File: src/rtl/hex_core_mc_pkg.sv
// Shared types for the multi-cycle Hex core: opcodes, OPR functions, syscall
// codes, controller states and the instruction classes produced by decode.
package hex_pkg;

  typedef enum logic [3:0] {
    OP_LDAM = 4'h0,
    OP_LDBM = 4'h1,
    OP_STAM = 4'h2,
    OP_LDAC = 4'h3,
    OP_LDBC = 4'h4,
    OP_LDAP = 4'h5,
    OP_LDAI = 4'h6,
    OP_LDBI = 4'h7,
    OP_STAI = 4'h8,
    OP_BR   = 4'h9,
    OP_BRZ  = 4'hA,
    OP_BRN  = 4'hB,
    OP_OPR  = 4'hD,
    OP_PFIX = 4'hE,
    OP_NFIX = 4'hF
  } opcode_t;

  typedef enum logic [3:0] {
    OPR_BRB = 4'h0,
    OPR_ADD = 4'h1,
    OPR_SUB = 4'h2,
    OPR_SVC = 4'h3
  } opr_t;

  typedef enum logic [7:0] {
    SYS_EXIT  = 8'd0,
    SYS_WRITE = 8'd1,
    SYS_READ  = 8'd2
  } syscall_t;

  typedef enum logic [2:0] {
    S_FETCH,
    S_FWAIT,
    S_EXEC,
    S_DREQ,
    S_DWAIT,
    S_SYS,
    S_HALT,
    S_TRAP
  } state_t;

  // What the controller must do with the decoded instruction.
  typedef enum logic [2:0] {
    K_REG,
    K_LOAD,
    K_STORE,
    K_SYS,
    K_TRAP
  } kind_t;

endpackage

File: src/rtl/hex_core_mc_if.sv
// Fetch, data and syscall request/response bundle between the Hex core
// (master) and the memory subsystem / syscall bridge (slave).
interface hex_core_mc_if #(
  parameter int DATA_WIDTH    = 32,
  parameter int IADDR_WIDTH   = 20,
  parameter int WADDR_WIDTH   = IADDR_WIDTH - 2,
  parameter int SYSCALL_WIDTH = 8
);

  logic                     o_f_valid;
  logic                     i_f_ready;
  logic [IADDR_WIDTH-1:0]   o_f_addr;
  logic                     i_f_rvalid;
  logic [7:0]               i_f_data;

  logic                     o_d_valid;
  logic                     i_d_ready;
  logic                     o_d_we;
  logic [WADDR_WIDTH-1:0]   o_d_addr;
  logic [DATA_WIDTH-1:0]    o_d_wdata;
  logic                     i_d_rvalid;
  logic [DATA_WIDTH-1:0]    i_d_rdata;

  logic                     o_syscall_valid;
  logic                     i_syscall_ready;
  logic [SYSCALL_WIDTH-1:0] o_syscall;
  logic [DATA_WIDTH-1:0]    o_syscall_arg;

  modport master (
    output o_f_valid, o_f_addr,
    input  i_f_ready, i_f_rvalid, i_f_data,
    output o_d_valid, o_d_we, o_d_addr, o_d_wdata,
    input  i_d_ready, i_d_rvalid, i_d_rdata,
    output o_syscall_valid, o_syscall, o_syscall_arg,
    input  i_syscall_ready
  );

  modport slave (
    input  o_f_valid, o_f_addr,
    output i_f_ready, i_f_rvalid, i_f_data,
    input  o_d_valid, o_d_we, o_d_addr, o_d_wdata,
    output i_d_ready, i_d_rvalid, i_d_rdata,
    input  o_syscall_valid, o_syscall, o_syscall_arg,
    output i_syscall_ready
  );

endinterface

File: src/rtl/hex_core_mc_exec.sv
// Combinational decode/execute: from the latched instruction and the register
// file it produces every candidate next value plus the data word address.
module hex_exec
  import hex_pkg::*;
#(
  parameter int DATA_WIDTH  = 32,
  parameter int IADDR_WIDTH = 20,
  parameter int WADDR_WIDTH = IADDR_WIDTH - 2
) (
  input  logic [7:0]             instr,
  input  logic [IADDR_WIDTH-1:0] pc,
  input  logic [DATA_WIDTH-1:0]  areg,
  input  logic [DATA_WIDTH-1:0]  breg,
  input  logic [DATA_WIDTH-1:0]  oreg,
  output logic [IADDR_WIDTH-1:0] pc_seq,
  output logic [IADDR_WIDTH-1:0] pc_next,
  output logic [DATA_WIDTH-1:0]  areg_next,
  output logic [DATA_WIDTH-1:0]  breg_next,
  output logic [DATA_WIDTH-1:0]  oreg_next,
  output logic [WADDR_WIDTH-1:0] d_addr,
  output kind_t                  kind,
  output logic                   load_to_a
);

  opcode_t                op;
  logic [DATA_WIDTH-1:0]  opr;
  logic [IADDR_WIDTH-1:0] pc_rel;

  assign op     = opcode_t'(instr[7:4]);
  assign opr    = oreg | DATA_WIDTH'(instr[3:0]);
  assign pc_seq = pc + IADDR_WIDTH'(1);
  assign pc_rel = pc_seq + IADDR_WIDTH'(opr);

  // NOTE: every output gets a default before the case so no path can leave
  // one unassigned and infer a latch.
  always_comb begin
    pc_next   = pc_seq;
    areg_next = areg;
    breg_next = breg;
    oreg_next = '0;
    d_addr    = WADDR_WIDTH'(opr);
    kind      = K_REG;
    load_to_a = 1'b0;
    case (op)
      OP_LDAM: begin kind = K_LOAD; load_to_a = 1'b1; end
      OP_LDBM: kind = K_LOAD;
      OP_STAM: kind = K_STORE;
      OP_LDAC: areg_next = opr;
      OP_LDBC: breg_next = opr;
      OP_LDAP: areg_next = DATA_WIDTH'(pc) + DATA_WIDTH'(1) + opr;
      OP_LDAI: begin
        kind      = K_LOAD;
        load_to_a = 1'b1;
        d_addr    = WADDR_WIDTH'(areg + opr);
      end
      OP_LDBI: begin kind = K_LOAD;  d_addr = WADDR_WIDTH'(breg + opr); end
      OP_STAI: begin kind = K_STORE; d_addr = WADDR_WIDTH'(breg + opr); end
      OP_BR:   pc_next = pc_rel;
      OP_BRZ:  if (areg == '0) pc_next = pc_rel;
      OP_BRN:  if (areg[DATA_WIDTH-1]) pc_next = pc_rel;
      OP_OPR: begin
        // A prefixed operand above the last defined function is illegal too.
        if (opr[DATA_WIDTH-1:4] != '0) begin
          kind = K_TRAP;
        end else begin
          case (opr_t'(opr[3:0]))
            OPR_BRB: pc_next   = IADDR_WIDTH'(breg);
            OPR_ADD: areg_next = areg + breg;
            OPR_SUB: areg_next = areg - breg;
            OPR_SVC: kind      = K_SYS;
            default: kind      = K_TRAP;
          endcase
        end
      end
      OP_PFIX: oreg_next = opr << 4;
      OP_NFIX: oreg_next = ({DATA_WIDTH{1'b1}} << 8) | (opr << 4);
      default: kind = K_TRAP;
    endcase
  end

endmodule

File: src/rtl/hex_core_mc.sv
// Multi-cycle Hex core: one request in flight at a time on the fetch, data or
// syscall port; halts on exit syscall, traps on illegal instructions.
module hex_core_mc
  import hex_pkg::*;
#(
  parameter int DATA_WIDTH    = 32,
  parameter int IADDR_WIDTH   = 20,
  parameter int WADDR_WIDTH   = IADDR_WIDTH - 2,
  parameter int SYSCALL_WIDTH = 8,
  parameter int CNT_WIDTH     = 32
) (
  input  logic                 i_clk,
  input  logic                 i_rst_n,
  hex_core_mc_if.master        bus,
  output logic                 o_halted,
  output logic                 o_trap,
  output logic [CNT_WIDTH-1:0] o_instr_count
);

  state_t                 state, state_next;
  logic [IADDR_WIDTH-1:0] pc;
  logic [DATA_WIDTH-1:0]  areg, breg, oreg;
  logic [7:0]             instr;
  logic [CNT_WIDTH-1:0]   count;

  logic [IADDR_WIDTH-1:0] pc_seq, pc_next;
  logic [DATA_WIDTH-1:0]  areg_next, breg_next, oreg_next;
  logic [WADDR_WIDTH-1:0] d_addr;
  kind_t                  kind;
  logic                   load_to_a;

  logic instr_we, exec_commit, retire, load_we;
  logic f_valid, d_valid, d_we, sys_valid;
  logic sys_exit;

  hex_exec #(
    .DATA_WIDTH  (DATA_WIDTH),
    .IADDR_WIDTH (IADDR_WIDTH),
    .WADDR_WIDTH (WADDR_WIDTH)
  ) u_exec (
    .instr     (instr),
    .pc        (pc),
    .areg      (areg),
    .breg      (breg),
    .oreg      (oreg),
    .pc_seq    (pc_seq),
    .pc_next   (pc_next),
    .areg_next (areg_next),
    .breg_next (breg_next),
    .oreg_next (oreg_next),
    .d_addr    (d_addr),
    .kind      (kind),
    .load_to_a (load_to_a)
  );

  assign sys_exit = (areg[SYSCALL_WIDTH-1:0] == SYSCALL_WIDTH'(SYS_EXIT));

  // NOTE: sequential state uses non-blocking assignments so every flop samples
  // pre-edge values regardless of process ordering.
  always_ff @(posedge i_clk or negedge i_rst_n) begin
    if (!i_rst_n) state <= S_FETCH;
    else          state <= state_next;
  end

  always_comb begin
    state_next  = state;
    instr_we    = 1'b0;
    exec_commit = 1'b0;
    retire      = 1'b0;
    load_we     = 1'b0;
    f_valid     = 1'b0;
    d_valid     = 1'b0;
    d_we        = 1'b0;
    sys_valid   = 1'b0;
    case (state)
      S_FETCH: begin
        f_valid = 1'b1;
        if (bus.i_f_ready) state_next = S_FWAIT;
      end
      S_FWAIT: begin
        if (bus.i_f_rvalid) begin
          instr_we   = 1'b1;
          state_next = S_EXEC;
        end
      end
      S_EXEC: begin
        case (kind)
          K_REG: begin
            exec_commit = 1'b1;
            retire      = 1'b1;
            state_next  = S_FETCH;
          end
          K_LOAD, K_STORE: state_next = S_DREQ;
          K_SYS:           state_next = S_SYS;
          default:         state_next = S_TRAP;
        endcase
      end
      S_DREQ: begin
        d_valid = 1'b1;
        d_we    = (kind == K_STORE);
        if (bus.i_d_ready) begin
          retire     = d_we;
          state_next = d_we ? S_FETCH : S_DWAIT;
        end
      end
      S_DWAIT: begin
        if (bus.i_d_rvalid) begin
          load_we    = 1'b1;
          retire     = 1'b1;
          state_next = S_FETCH;
        end
      end
      S_SYS: begin
        sys_valid = 1'b1;
        if (bus.i_syscall_ready) begin
          retire     = 1'b1;
          state_next = sys_exit ? S_HALT : S_FETCH;
        end
      end
      default: state_next = state;
    endcase
  end

  // Registers stay untouched until the instruction retires, so decode outputs
  // (data address, store data) remain stable for the whole request.
  always_ff @(posedge i_clk or negedge i_rst_n) begin
    if (!i_rst_n) begin
      pc    <= '0;
      areg  <= '0;
      breg  <= '0;
      oreg  <= '0;
      instr <= '0;
      count <= '0;
    end else begin
      if (instr_we) instr <= bus.i_f_data;
      if (exec_commit) begin
        pc   <= pc_next;
        areg <= areg_next;
        breg <= breg_next;
        oreg <= oreg_next;
      end else if (retire) begin
        pc   <= pc_seq;
        oreg <= '0;
      end
      if (load_we) begin
        if (load_to_a) areg <= bus.i_d_rdata;
        else           breg <= bus.i_d_rdata;
      end
      if (retire) count <= count + CNT_WIDTH'(1);
    end
  end

  // NOTE: state resets to FETCH, so valids are masked by the reset input to
  // keep all requests low while reset is held.
  assign bus.o_f_valid       = f_valid & i_rst_n;
  assign bus.o_f_addr        = pc;
  assign bus.o_d_valid       = d_valid & i_rst_n;
  assign bus.o_d_we          = d_we;
  assign bus.o_d_addr        = d_addr;
  assign bus.o_d_wdata       = areg;
  assign bus.o_syscall_valid = sys_valid & i_rst_n;
  assign bus.o_syscall       = areg[SYSCALL_WIDTH-1:0];
  assign bus.o_syscall_arg   = breg;

  assign o_halted      = (state == S_HALT);
  assign o_trap        = (state == S_TRAP);
  assign o_instr_count = count;

endmodule

File: src/flat_wrapper.sv
// flat-port wrapper written by rule: the top's interface ports become plain ports
module hex_core_mc_flat import hex_pkg::*;
#(
  parameter int DATA_WIDTH    = 32,
  parameter int IADDR_WIDTH   = 20,
  parameter int WADDR_WIDTH   = IADDR_WIDTH - 2,
  parameter int SYSCALL_WIDTH = 8,
  parameter int CNT_WIDTH     = 32
)
  (i_clk, i_rst_n, o_halted, o_trap, o_instr_count, bus_o_f_valid, bus_o_f_addr, bus_i_f_ready, bus_i_f_rvalid, bus_i_f_data, bus_o_d_valid, bus_o_d_we, bus_o_d_addr, bus_o_d_wdata, bus_i_d_ready, bus_i_d_rvalid, bus_i_d_rdata, bus_o_syscall_valid, bus_o_syscall, bus_o_syscall_arg, bus_i_syscall_ready);
  hex_core_mc_if #(.DATA_WIDTH(DATA_WIDTH), .IADDR_WIDTH(IADDR_WIDTH), .WADDR_WIDTH(WADDR_WIDTH), .SYSCALL_WIDTH(SYSCALL_WIDTH)) bus_i ();
  input  logic i_clk;
  input  logic i_rst_n;
  output logic o_halted;
  output logic o_trap;
  output logic [CNT_WIDTH-1:0] o_instr_count;
  output wire logic [$bits(bus_i.o_f_valid)-1:0] bus_o_f_valid;
  output wire logic [$bits(bus_i.o_f_addr)-1:0] bus_o_f_addr;
  input wire logic [$bits(bus_i.i_f_ready)-1:0] bus_i_f_ready;
  input wire logic [$bits(bus_i.i_f_rvalid)-1:0] bus_i_f_rvalid;
  input wire logic [$bits(bus_i.i_f_data)-1:0] bus_i_f_data;
  output wire logic [$bits(bus_i.o_d_valid)-1:0] bus_o_d_valid;
  output wire logic [$bits(bus_i.o_d_we)-1:0] bus_o_d_we;
  output wire logic [$bits(bus_i.o_d_addr)-1:0] bus_o_d_addr;
  output wire logic [$bits(bus_i.o_d_wdata)-1:0] bus_o_d_wdata;
  input wire logic [$bits(bus_i.i_d_ready)-1:0] bus_i_d_ready;
  input wire logic [$bits(bus_i.i_d_rvalid)-1:0] bus_i_d_rvalid;
  input wire logic [$bits(bus_i.i_d_rdata)-1:0] bus_i_d_rdata;
  output wire logic [$bits(bus_i.o_syscall_valid)-1:0] bus_o_syscall_valid;
  output wire logic [$bits(bus_i.o_syscall)-1:0] bus_o_syscall;
  output wire logic [$bits(bus_i.o_syscall_arg)-1:0] bus_o_syscall_arg;
  input wire logic [$bits(bus_i.i_syscall_ready)-1:0] bus_i_syscall_ready;
  assign bus_o_f_valid = bus_i.o_f_valid;
  assign bus_o_f_addr = bus_i.o_f_addr;
  assign bus_i.i_f_ready = bus_i_f_ready;
  assign bus_i.i_f_rvalid = bus_i_f_rvalid;
  assign bus_i.i_f_data = bus_i_f_data;
  assign bus_o_d_valid = bus_i.o_d_valid;
  assign bus_o_d_we = bus_i.o_d_we;
  assign bus_o_d_addr = bus_i.o_d_addr;
  assign bus_o_d_wdata = bus_i.o_d_wdata;
  assign bus_i.i_d_ready = bus_i_d_ready;
  assign bus_i.i_d_rvalid = bus_i_d_rvalid;
  assign bus_i.i_d_rdata = bus_i_d_rdata;
  assign bus_o_syscall_valid = bus_i.o_syscall_valid;
  assign bus_o_syscall = bus_i.o_syscall;
  assign bus_o_syscall_arg = bus_i.o_syscall_arg;
  assign bus_i.i_syscall_ready = bus_i_syscall_ready;
  hex_core_mc #(.DATA_WIDTH(DATA_WIDTH), .IADDR_WIDTH(IADDR_WIDTH), .WADDR_WIDTH(WADDR_WIDTH), .SYSCALL_WIDTH(SYSCALL_WIDTH), .CNT_WIDTH(CNT_WIDTH)) u_core (.i_clk(i_clk), .i_rst_n(i_rst_n), .bus(bus_i), .o_halted(o_halted), .o_trap(o_trap), .o_instr_count(o_instr_count));
endmodule
File: config.mk
export PLATFORM = sky130hd
export DESIGN_NAME = hex_core_mc_flat
export DESIGN_NICKNAME = d
export VERILOG_FILES = /design/src/rtl/hex_core_mc_pkg.sv /design/src/rtl/hex_core_mc_if.sv /design/src/rtl/hex_core_mc_exec.sv /design/src/rtl/hex_core_mc.sv /design/src/flat_wrapper.sv
export SDC_FILE = /design/constraint.sdc
export NUM_CORES = 1
export LEC_CHECK = 0
export CORE_MARGIN = 2
export CORE_UTILIZATION = 40
export CTS_CLUSTER_SIZE = 28
export DETAILED_ROUTE_END_ITERATION = 6
export GPL_TIMING_DRIVEN = 0
export MAX_ROUTING_LAYER = met4
export PLACE_DENSITY_LB_ADDON = 0.05
export REMOVE_ABC_BUFFERS = 1
export SLEW_MARGIN = 20
export SYNTH_ARGS = -nofsm -noshare
export SYNTH_HDL_FRONTEND = slang
export SYNTH_SLANG_ARGS = --single-unit
File: constraint.sdc
create_clock -name i_clk -period 6.15 [get_ports i_clk]
set_input_delay 1.23 -clock i_clk [delete_from_list [all_inputs] [get_ports i_clk]]
set_output_delay 1.23 -clock i_clk [all_outputs]
set_load 0.01 [all_outputs]
==> results of run 1 <==
[worst paths after layout]
check,from,end,cells after the start
max,u_core.instr[4],bus_o_d_addr[16],18
max in group asynchronous,i_rst_n,u_core.oreg[28],2
min reg2reg,u_core.o_instr_count[31],u_core.o_instr_count[31],1
min,u_core.o_instr_count[31],u_core.o_instr_count[31],1
min in group asynchronous,i_rst_n,u_core.bus.o_f_addr[14],1
max reg2reg,u_core.instr[2],u_core.bus.o_d_wdata[30],15
[sequential cells by signal (all words and copies together) (netlist names)]
signal and flops:
u_core.bus.o_d_wdata 32, u_core.bus.o_syscall_arg 32, u_core.o_instr_count 32, u_core.oreg 28, u_core.bus.o_f_addr 20, u_core.instr 8, u_core.state 3
[cell families (layout without fill, tap and decap cells)]
| family | after synthesis | after routing |
|---|---|---|
| AND/OR/NAND/NOR | 593 | 593 |
| multiplexers | 60 | 60 |
| AO/OA/AOI/OAI | 507 | 507 |
| adder cells (fa/ha/maj) | 94 | 94 |
| flip-flops | 155 | 155 |
| XOR/XNOR | 160 | 160 |
| buffers and inverters | 135 | 303 |
[what timing repair did]
item | in CTS | in global routing
pin swaps | 4 | 3
resized for setup | 12 | 9
hold buffers | 0 | 0
buffers inserted | 15 | 2
endpoints found under the setup margin | 8 | 5
[worst max-delay path, stage by stage (launching register included)]
cell	delay, ns
sky130_fd_sc_hd__dfrtp_4	0.56
sky130_fd_sc_hd__nor2_4	0.15
sky130_fd_sc_hd__nand2_2	0.11
sky130_fd_sc_hd__o21ai_4	0.13
sky130_fd_sc_hd__o21ai_0	0.13
sky130_fd_sc_hd__ha_2	0.22
sky130_fd_sc_hd__fa_1	0.41
sky130_fd_sc_hd__a21o_1	0.19
sky130_fd_sc_hd__a21oi_2	0.17
sky130_fd_sc_hd__o21bai_1	0.14
sky130_fd_sc_hd__a31oi_2	0.25
sky130_fd_sc_hd__o21ai_1	0.14
sky130_fd_sc_hd__o41ai_2	0.28
sky130_fd_sc_hd__buf_4	0.17
sky130_fd_sc_hd__o21ai_0	0.11
sky130_fd_sc_hd__a21oi_2	0.20
sky130_fd_sc_hd__xnor2_1	0.13
sky130_fd_sc_hd__mux2_2	0.19
sky130_fd_sc_hd__clkdlybuf4s50_1	0.54
[through the flow]
step | hold slack (ns) | utilization (%)
floorplan | 0.504 | -
global placement | 0.456 | 46.5
finish | 0.471 | 50.0
detailed placement | 0.460 | 47.6
global route | 0.480 | 50.0
CTS | 0.473 | 49.9
[layout by cell type, fill, tap and decap left out, drive strengths merged, types with 31 or more instances in the layout]
cell type / instances
nand2: 178
inv: 42
o21ai: 159
mux2i: 36
xor2: 66
xnor2: 94
buf: 38
nor3: 49
ha: 90
nand3: 48
clkdlybuf4s50: 193
nor2: 163
a21oi: 115
dfrtp: 155
a21o: 31
[power by group through the flow]
stage,clock (mW),combinational (mW),sequential (mW)
2_1_floorplan,0,4.35,2.11
3_3_place_gp,0,6.38,2.44
3_5_place_dp,0,6.53,2.44
4_1_cts,1.17,6.75,2.37
5_1_grt,1.21,7.52,2.46
6_report,1.14,6.85,2.39
[final cells by class]
class	count	area share, %
inverters	40	0.897
clock buffers	20	2.66
well taps	455	3.32
flip-flops and latches	155	22.7
repair buffers	231	13.8
clock inverters	12	0.941
multi-input cells	1414	55.7
[routing by layer]
layer	wire, um	GRT usage, %	part of all wire [%]	vias up
met5	0	-	0	-
met4	1360	9.51	2.6	0
met3	2940	3.62	5.7	89
met2	23800	47.0	46	515
met1	23600	39.8	46	6717
li1	-	-	-	6562
==> impl_results.rst, run 1 <==
.. list-table::
   :header-rows: 1

   * - Metric
     - Value
   * - Sequential fraction of the synthesis area
     - 28.0%
   * - Final Wtd Congestion
     - 0.896
   * - Vias
     - 13883
   * - Largest net degree at the start of global routing
     - 83
   * - Layout Skew
     - 0.00842 ns
   * - Kind of capture point of the worst setup path
     - output port
   * - Avg Synthesized Cell Area
     - 8.13 um^2
   * - Final Hold Vio Count
     - 0
   * - Fraction of final layout cells sized beyond drive strength 1
     - 8.28%
   * - Number of primary I/O pins
     - 195
   * - Fin area
     - 17200 um^2
   * - Slack of the worst reg-to-reg path
     - 0.93 ns
   * - Power density relative to cell area
     - 605 nW/um^2
   * - Placed cell count
     - 2278
   * - Multi-input gate area
     - 9560 um^2
   * - First-pass DRT Iterations
     - 7
   * - P_leak
     - 7.39 nW
   * - Cell accounting for the most synthesized area
     - sky130_fd_sc_hd__dfrtp_1
   * - Xor/xnor share of the synthesized area
     - 10.2%
   * - Detailed placer's ending HPWL
     - 38100 um
   * - Worst Setup Slack, final
     - 0.254 ns
   * - Wire per inst
     - 22.2 um
   * - Switching Share
     - 50.3%
   * - Post-synthesis simple-gate area fraction
     - 20.8%
   * - HP Class
     - flop to flop
   * - Max Transition Viols Final
     - 0
   * - Cell count after synthesis
     - 1704
   * - Routed via count divided by cell count
     - 5.97
   * - Kind of critical path
     - flop to output port
   * - Multiplexer fraction of the synthesized cell area
     - 4.55%
   * - Min Tclk post-route
     - 5.90 ns
   * - Max-Cap Viols
     - 0
   * - Layout Cells excl Fill
     - 2327
   * - Number of buffers added by the clock tree synthesis step
     - 17
   * - Dominant synthesized flop cell
     - sky130_fd_sc_hd__dfrtp_1
   * - FFs w/ async S/R, synth
     - 100%
   * - Design internal power
     - 5.16 mW
   * - Initial cell density of the core
     - 40.4%
   * - Port Buf Inserts
     - 194
   * - Power consumption
     - 10.4 mW
   * - Die height
     - 190 um
   * - Full die area
     - 36100 um^2
   * - Number of H-tree branching levels
     - 4
   * - Proportion of netlist area held by the largest area contributor
     - 28.0%
   * - Via count of the first global-routing pass
     - 13351
   * - Total global-route track usage
     - 29.7%
   * - Worst slack after detailed placement
     - -0.529 ns
   * - Worst IR Drop VDD
     - 0.326 mV
   * - DR iter-0 viols
     - 1145
   * - Most common cell in the synthesized netlist
     - sky130_fd_sc_hd__nand2_1
   * - Clock transition time at the flip-flop clock pins of the worst setup and hold paths
     - 0.07 ns
   * - Flops & latches, synth
     - 155
   * - Net count reported at finish
     - 2000
   * - Dominant cells by area after synthesis
     - sky130_fd_sc_hd__dfrtp_1, sky130_fd_sc_hd__ha_1, sky130_fd_sc_hd__xnor2_1, sky130_fd_sc_hd__o21ai_0, sky130_fd_sc_hd__nand2_1
   * - GRT overflow
     - 0
   * - Antenna violations before repair
     - 0
   * - Final antenna-violating net count
     - 0
   * - Synthesis-to-layout area growth
     - 23.9%
   * - Final wirelength
     - 51700 um
   * - Area fraction in compound gates after synthesis
     - 23.6%
   * - CTS Root Buffer Type
     - sky130_fd_sc_hd__clkbuf_16
   * - Core area
     - 34300 um^2
   * - Total negative setup slack
     - 0 ns
   * - Main combinational cell family by area after synthesis
     - compound AO/OA/AOI/OAI gates
   * - Clock latency at the later pin of the worst-skew pair
     - 0.45 ns
   * - Result of the run
     - complete, but fails checks
   * - Chip Width
     - 190 um
   * - Commonest cells post-synth
     - sky130_fd_sc_hd__nand2_1, sky130_fd_sc_hd__nor2_1, sky130_fd_sc_hd__dfrtp_1
   * - Worst EP arrival
     - 4.67 ns
   * - Fill cells
     - 3334
   * - Distinct cell type count after synthesis
     - 86
   * - Row Count
     - 68
   * - Area occupied by registers
     - 3890 um^2
   * - Setup violators final
     - 0
   * - Tightest Pin Transition
     - 1.05 ns
   * - Post-route clock period utilization
     - 95.9%
   * - Count of flip-flops with a built-in enable after synthesis
     - 0
   * - Number of clock sinks seen by CTS
     - 155
   * - Tightest slew margin relative to the limit
     - 27.9%
   * - Mapped cell area
     - 13800 um^2
   * - Part of the power in registers
     - 23.0%
   * - DRC
     - 11
   * - Adder-cell area share of the yosys netlist
     - 8.71%
   * - CP required
     - 4.92 ns
   * - Fmax
     - 170 MHz
   * - N_diodes
     - 0
   * - Critical-path maximum fanout
     - 11
   * - Category of the worst setup path launch point
     - flop
   * - Part of the power in combinational logic
     - 66.0%
   * - Placement Cell Area
     - 16300 um^2
   * - Violations in the final reports
     - DRC
   * - Number of warning messages in the yosys log
     - 0
   * - Share of total power in the clock network
     - 11.0%
   * - Wire length of the first global-routing pass
     - 80100 um
   * - P_sw
     - 5.22 mW
   * - CTS tree
     - built
   * - Longest Clk Path Bufs
     - 2
No activity file was read; power rests on OpenSTA's default activity.
==> inputs of run 2 (changes only) <==
--- a/config.mk
+++ b/config.mk
@@ -11,9 +11,9 @@
 export DETAILED_ROUTE_END_ITERATION = 6
 export GPL_TIMING_DRIVEN = 0
 export MAX_ROUTING_LAYER = met4
-export PLACE_DENSITY_LB_ADDON = 0.05
+export PLACE_DENSITY = 0.7
 export REMOVE_ABC_BUFFERS = 1
-export SLEW_MARGIN = 20
+export SLEW_MARGIN = 30
 export SYNTH_ARGS = -nofsm -noshare
 export SYNTH_HDL_FRONTEND = slang
 export SYNTH_SLANG_ARGS = --single-unit
==> impl_results.rst, run 2 (same netlist as run 1, synthesis figures left out) <==
.. list-table::
   :header-rows: 1

   * - Metric
     - Value
   * - Result of the run
     - finished, final reports clean (was complete, but fails checks)
   * - Post-route clock period utilization
     - 98.0% (was 95.9%)
   * - Fraction of final layout cells sized beyond drive strength 1
     - 8.78% (was 8.28%)
   * - Vias
     - 14273 (was 13883)
   * - Fmax
     - 166 MHz (was 170 MHz)
   * - P_leak
     - 7.44 nW (was 7.39 nW)
   * - Power consumption
     - 10.5 mW (was 10.4 mW)
   * - Kind of capture point of the worst setup path
     - output port (unchanged)
   * - Top Family by Delay on Critical Path
     - buffers and inverters (was compound AO/OA/AOI/OAI gates)
   * - Net count reported at finish
     - 2008 (was 2000)
   * - Number of primary I/O pins
     - 195 (unchanged)
   * - Startpoint of the worst-slack reg-to-reg timing path
     - u_core.bus.o_syscall_arg[4] (was u_core.instr[2])
   * - Largest stage delay, worst path
     - 0.57 ns (was 0.56 ns)
   * - Chip Width
     - 190 um (unchanged)
   * - Setup violators final
     - 0 (unchanged)
   * - N_diodes
     - 0 (unchanged)
   * - Wire per inst
     - 21.8 um (was 22.2 um)
   * - Worst setup path startpoint
     - u_core.instr[7] (was u_core.instr[4])
   * - Total negative setup slack
     - 0 ns (unchanged)
   * - Post-CTS Hold Fix Bufs
     - 0 (unchanged)
   * - Max-Cap Viols
     - 0 (unchanged)
   * - Total global-route track usage
     - 28.9% (was 29.7%)
   * - CTS tree
     - built (unchanged)
   * - Wire length of the first global-routing pass
     - 78500 um (was 80100 um)
   * - Via count of the first global-routing pass
     - 13780 (was 13351)
   * - Critical Path Slowest Stage Cell
     - sky130_fd_sc_hd__clkdlybuf4s50_1 (was sky130_fd_sc_hd__dfrtp_4)
   * - Tightest Pin Transition
     - 1.10 ns (was 1.05 ns)
   * - DR iter-0 viols
     - 1277 (was 1145)
   * - Number of H-tree branching levels
     - 4 (unchanged)
   * - Die height
     - 190 um (unchanged)
   * - Number of clock sinks seen by CTS
     - 155 (unchanged)
   * - CP required
     - 4.92 ns (about the same)
   * - Final Hold Vio Count
     - 0 (unchanged)
   * - GRT overflow
     - 0 (unchanged)
   * - Hold Path Stages
     - 1 (unchanged)
   * - FF-to-FF End
     - u_core.bus.o_d_wdata[31] (was u_core.bus.o_d_wdata[30])
   * - Longest Clk Path Bufs
     - 2 (unchanged)
   * - Tightest slew margin relative to the limit
     - 26.0% (was 27.9%)
   * - Kind of critical path
     - flop to output port (unchanged)
   * - Clock latency at the later pin of the worst-skew pair
     - 0.46 ns (was 0.45 ns)
   * - Clock transition time at the flip-flop clock pins of the worst setup and hold paths
     - 0.06 ns (was 0.07 ns)
   * - Synthesis-to-layout area growth
     - 24.3% (was 23.9%)
   * - Worst reg-to-reg path cell count
     - 17 (was 15)
   * - Port Buf Inserts
     - 194 (unchanged)
   * - Multi-input gate area
     - 9580 um^2 (was 9560 um^2)
   * - Max Transition Viols Final
     - 0 (unchanged)
   * - Largest net degree at the start of global routing
     - 84 (was 83)
   * - End point of the most critical hold path
     - u_core.o_instr_count[31] (unchanged)
   * - Row Count
     - 68 (unchanged)
   * - Source of the worst hold timing path
     - u_core.o_instr_count[31] (unchanged)
   * - DRC
     - 0 (was 11)
   * - Final antenna-violating net count
     - 0 (unchanged)
   * - Area occupied by registers
     - 3890 um^2 (unchanged)
   * - Routed via count divided by cell count
     - 6.11 (was 5.97)
   * - Core area
     - 34300 um^2 (unchanged)
   * - Cell type with the highest occurrence count on the critical path
     - sky130_fd_sc_hd__buf_4
   * - HP Class
     - flop to flop (unchanged)
   * - Commonest non-fill, non-tap cell in the layout
     - sky130_fd_sc_hd__clkdlybuf4s50_1 (unchanged)
   * - Min Tclk post-route
     - 6.03 ns (was 5.90 ns)
   * - Fill cells
     - 3239 (was 3334)
   * - Number of buffers added by the clock tree synthesis step
     - 17 (unchanged)
   * - Slack of the worst reg-to-reg path
     - 1.17 ns (was 0.93 ns)
   * - Final wirelength
     - 50900 um (was 51700 um)
   * - Layout Skew
     - 0.00912 ns (was 0.00842 ns)
   * - Cell-by-cell trace of the critical path
     - buf_4, nand2b_2, o21ai_4, clkbuf_16, mux2_2, ha_1, a21o_1, a21oi_2, o21bai_1, a31oi_2, buf_4, buf_4, buf_4, buf_4, buf_4, buf_4, o21bai_1, xnor2_1, a21oi_2, clkdlybuf4s50_1 (was nor2_4, nand2_2, o21ai_4, o21ai_0, ha_2, fa_1, a21o_1, a21oi_2, o21bai_1, a31oi_2, o21ai_1, o41ai_2, buf_4, o21ai_0, a21oi_2, xnor2_1, mux2_2, clkdlybuf4s50_1)
   * - Worst IR Drop VDD
     - 0.446 mV (was 0.326 mV)
   * - Detailed placer's ending HPWL
     - 37000 um (was 38100 um)
   * - First-pass DRT Iterations
     - 6 (was 7)
   * - Initial cell density of the core
     - 40.4% (unchanged)
   * - Category of the worst setup path launch point
     - flop (unchanged)
   * - Full die area
     - 36100 um^2 (unchanged)
   * - Worst EP arrival
     - 4.80 ns (was 4.67 ns)
   * - Critical-path maximum fanout
     - 10 (was 11)
   * - Commonest cells after routing, fill and taps aside
     - sky130_fd_sc_hd__clkdlybuf4s50_1, sky130_fd_sc_hd__nand2_1, sky130_fd_sc_hd__nor2_1 (unchanged)
   * - Final Wtd Congestion
     - 0.935 (was 0.896)
   * - Power density relative to cell area
     - 608 nW/um^2 (was 605 nW/um^2)
   * - CTS Root Buffer Type
     - sky130_fd_sc_hd__clkbuf_16 (unchanged)
   * - Antenna violations before repair
     - 0 (unchanged)
   * - Combined buffer and inverter count along the critical path
     - 9 (was 2)
[run 2: power breakdown]
group	internal [mW]	total [mW]	switching [mW]
Combinational	3.14	6.93	3.79
Sequential	1.39	2.41	1.02
Clock	0.642	1.13	0.486
[run 2: how the worst max path moves through the flow]
stage | to | slack [ns] | depth (start not counted)
detailed placement | bus_o_d_addr[16] | -0.75 | 18
global route | bus_o_d_addr[17] | -0.003 | 17
CTS | bus_o_d_addr[16] | 0.03 | 19
global placement | bus_o_f_valid | -3.48 | 3
finish | bus_o_d_addr[8] | 0.12 | 20
floorplan | bus_o_d_addr[16] | -0.28 | 14
[run 2: area by class of cell]
class / instances / share of cell area, %
Clock buffer: 19 / 2.52
Clock inverter: 13 / 0.981
Inverter: 40 / 0.894
Multi-Input combinational cell: 1414 / 55.6
Sequential cell: 155 / 22.6
Tap cell: 455 / 3.31
Timing Repair Buffer: 239 / 14.1
[run 2: per-stage QoR]
step / utilization, % / setup WS (ns) / hold WS [ns] / cells / area [um^2]
floorplan: - / -0.278 / 0.504 / 1609 / 13400
global placement: 46.5 / -3.48 / 0.460 / 2258 / 15900
detailed placement: 47.6 / -0.754 / 0.458 / 2279 / 16300
CTS: 49.9 / 0.0336 / 0.471 / 2327 / 17100
global route: 50.2 / -0.00332 / 0.482 / 2335 / 17200
finish: 50.2 / 0.125 / 0.466 / 2335 / 17200
[run 2: timing repair]
item                                    CTS  global route
endpoints found under the setup margin   10             7
gates cloned                              0             1
pin swaps                                 4             5
setup buffers                            16             7
gates resized for setup                  12             8
[run 2: worst reg2reg max path, cell delays in order, from the launching register on]
cell                       delay (ns)
sky130_fd_sc_hd__dfrtp_1         0.53
sky130_fd_sc_hd__or3_1           0.45
sky130_fd_sc_hd__or3b_2          0.52
sky130_fd_sc_hd__nor2_1          0.26
sky130_fd_sc_hd__nand4_1         0.31
sky130_fd_sc_hd__nor2_1          0.26
sky130_fd_sc_hd__a21oi_1         0.12
sky130_fd_sc_hd__xnor2_1         0.17
sky130_fd_sc_hd__ha_1            0.44
sky130_fd_sc_hd__a21o_1          0.24
sky130_fd_sc_hd__a21o_1          0.17
sky130_fd_sc_hd__a21oi_1         0.19
sky130_fd_sc_hd__o21ai_0         0.10
sky130_fd_sc_hd__a31o_2          0.27
sky130_fd_sc_hd__a221oi_2        0.29
sky130_fd_sc_hd__mux2i_1         0.13
sky130_fd_sc_hd__or4_1           0.40
sky130_fd_sc_hd__nand2_1         0.07
[run 2: metal layers]
metal  global-route usage, %  wire length (um)  vias to the layer above
met5                       -                 0                        -
met4                    12.3              1990                        0
met3                    5.57              4330                      122
met2                    44.0             22700                      717
met1                    37.4             21900                     6852
li1                        -                 -                     6582
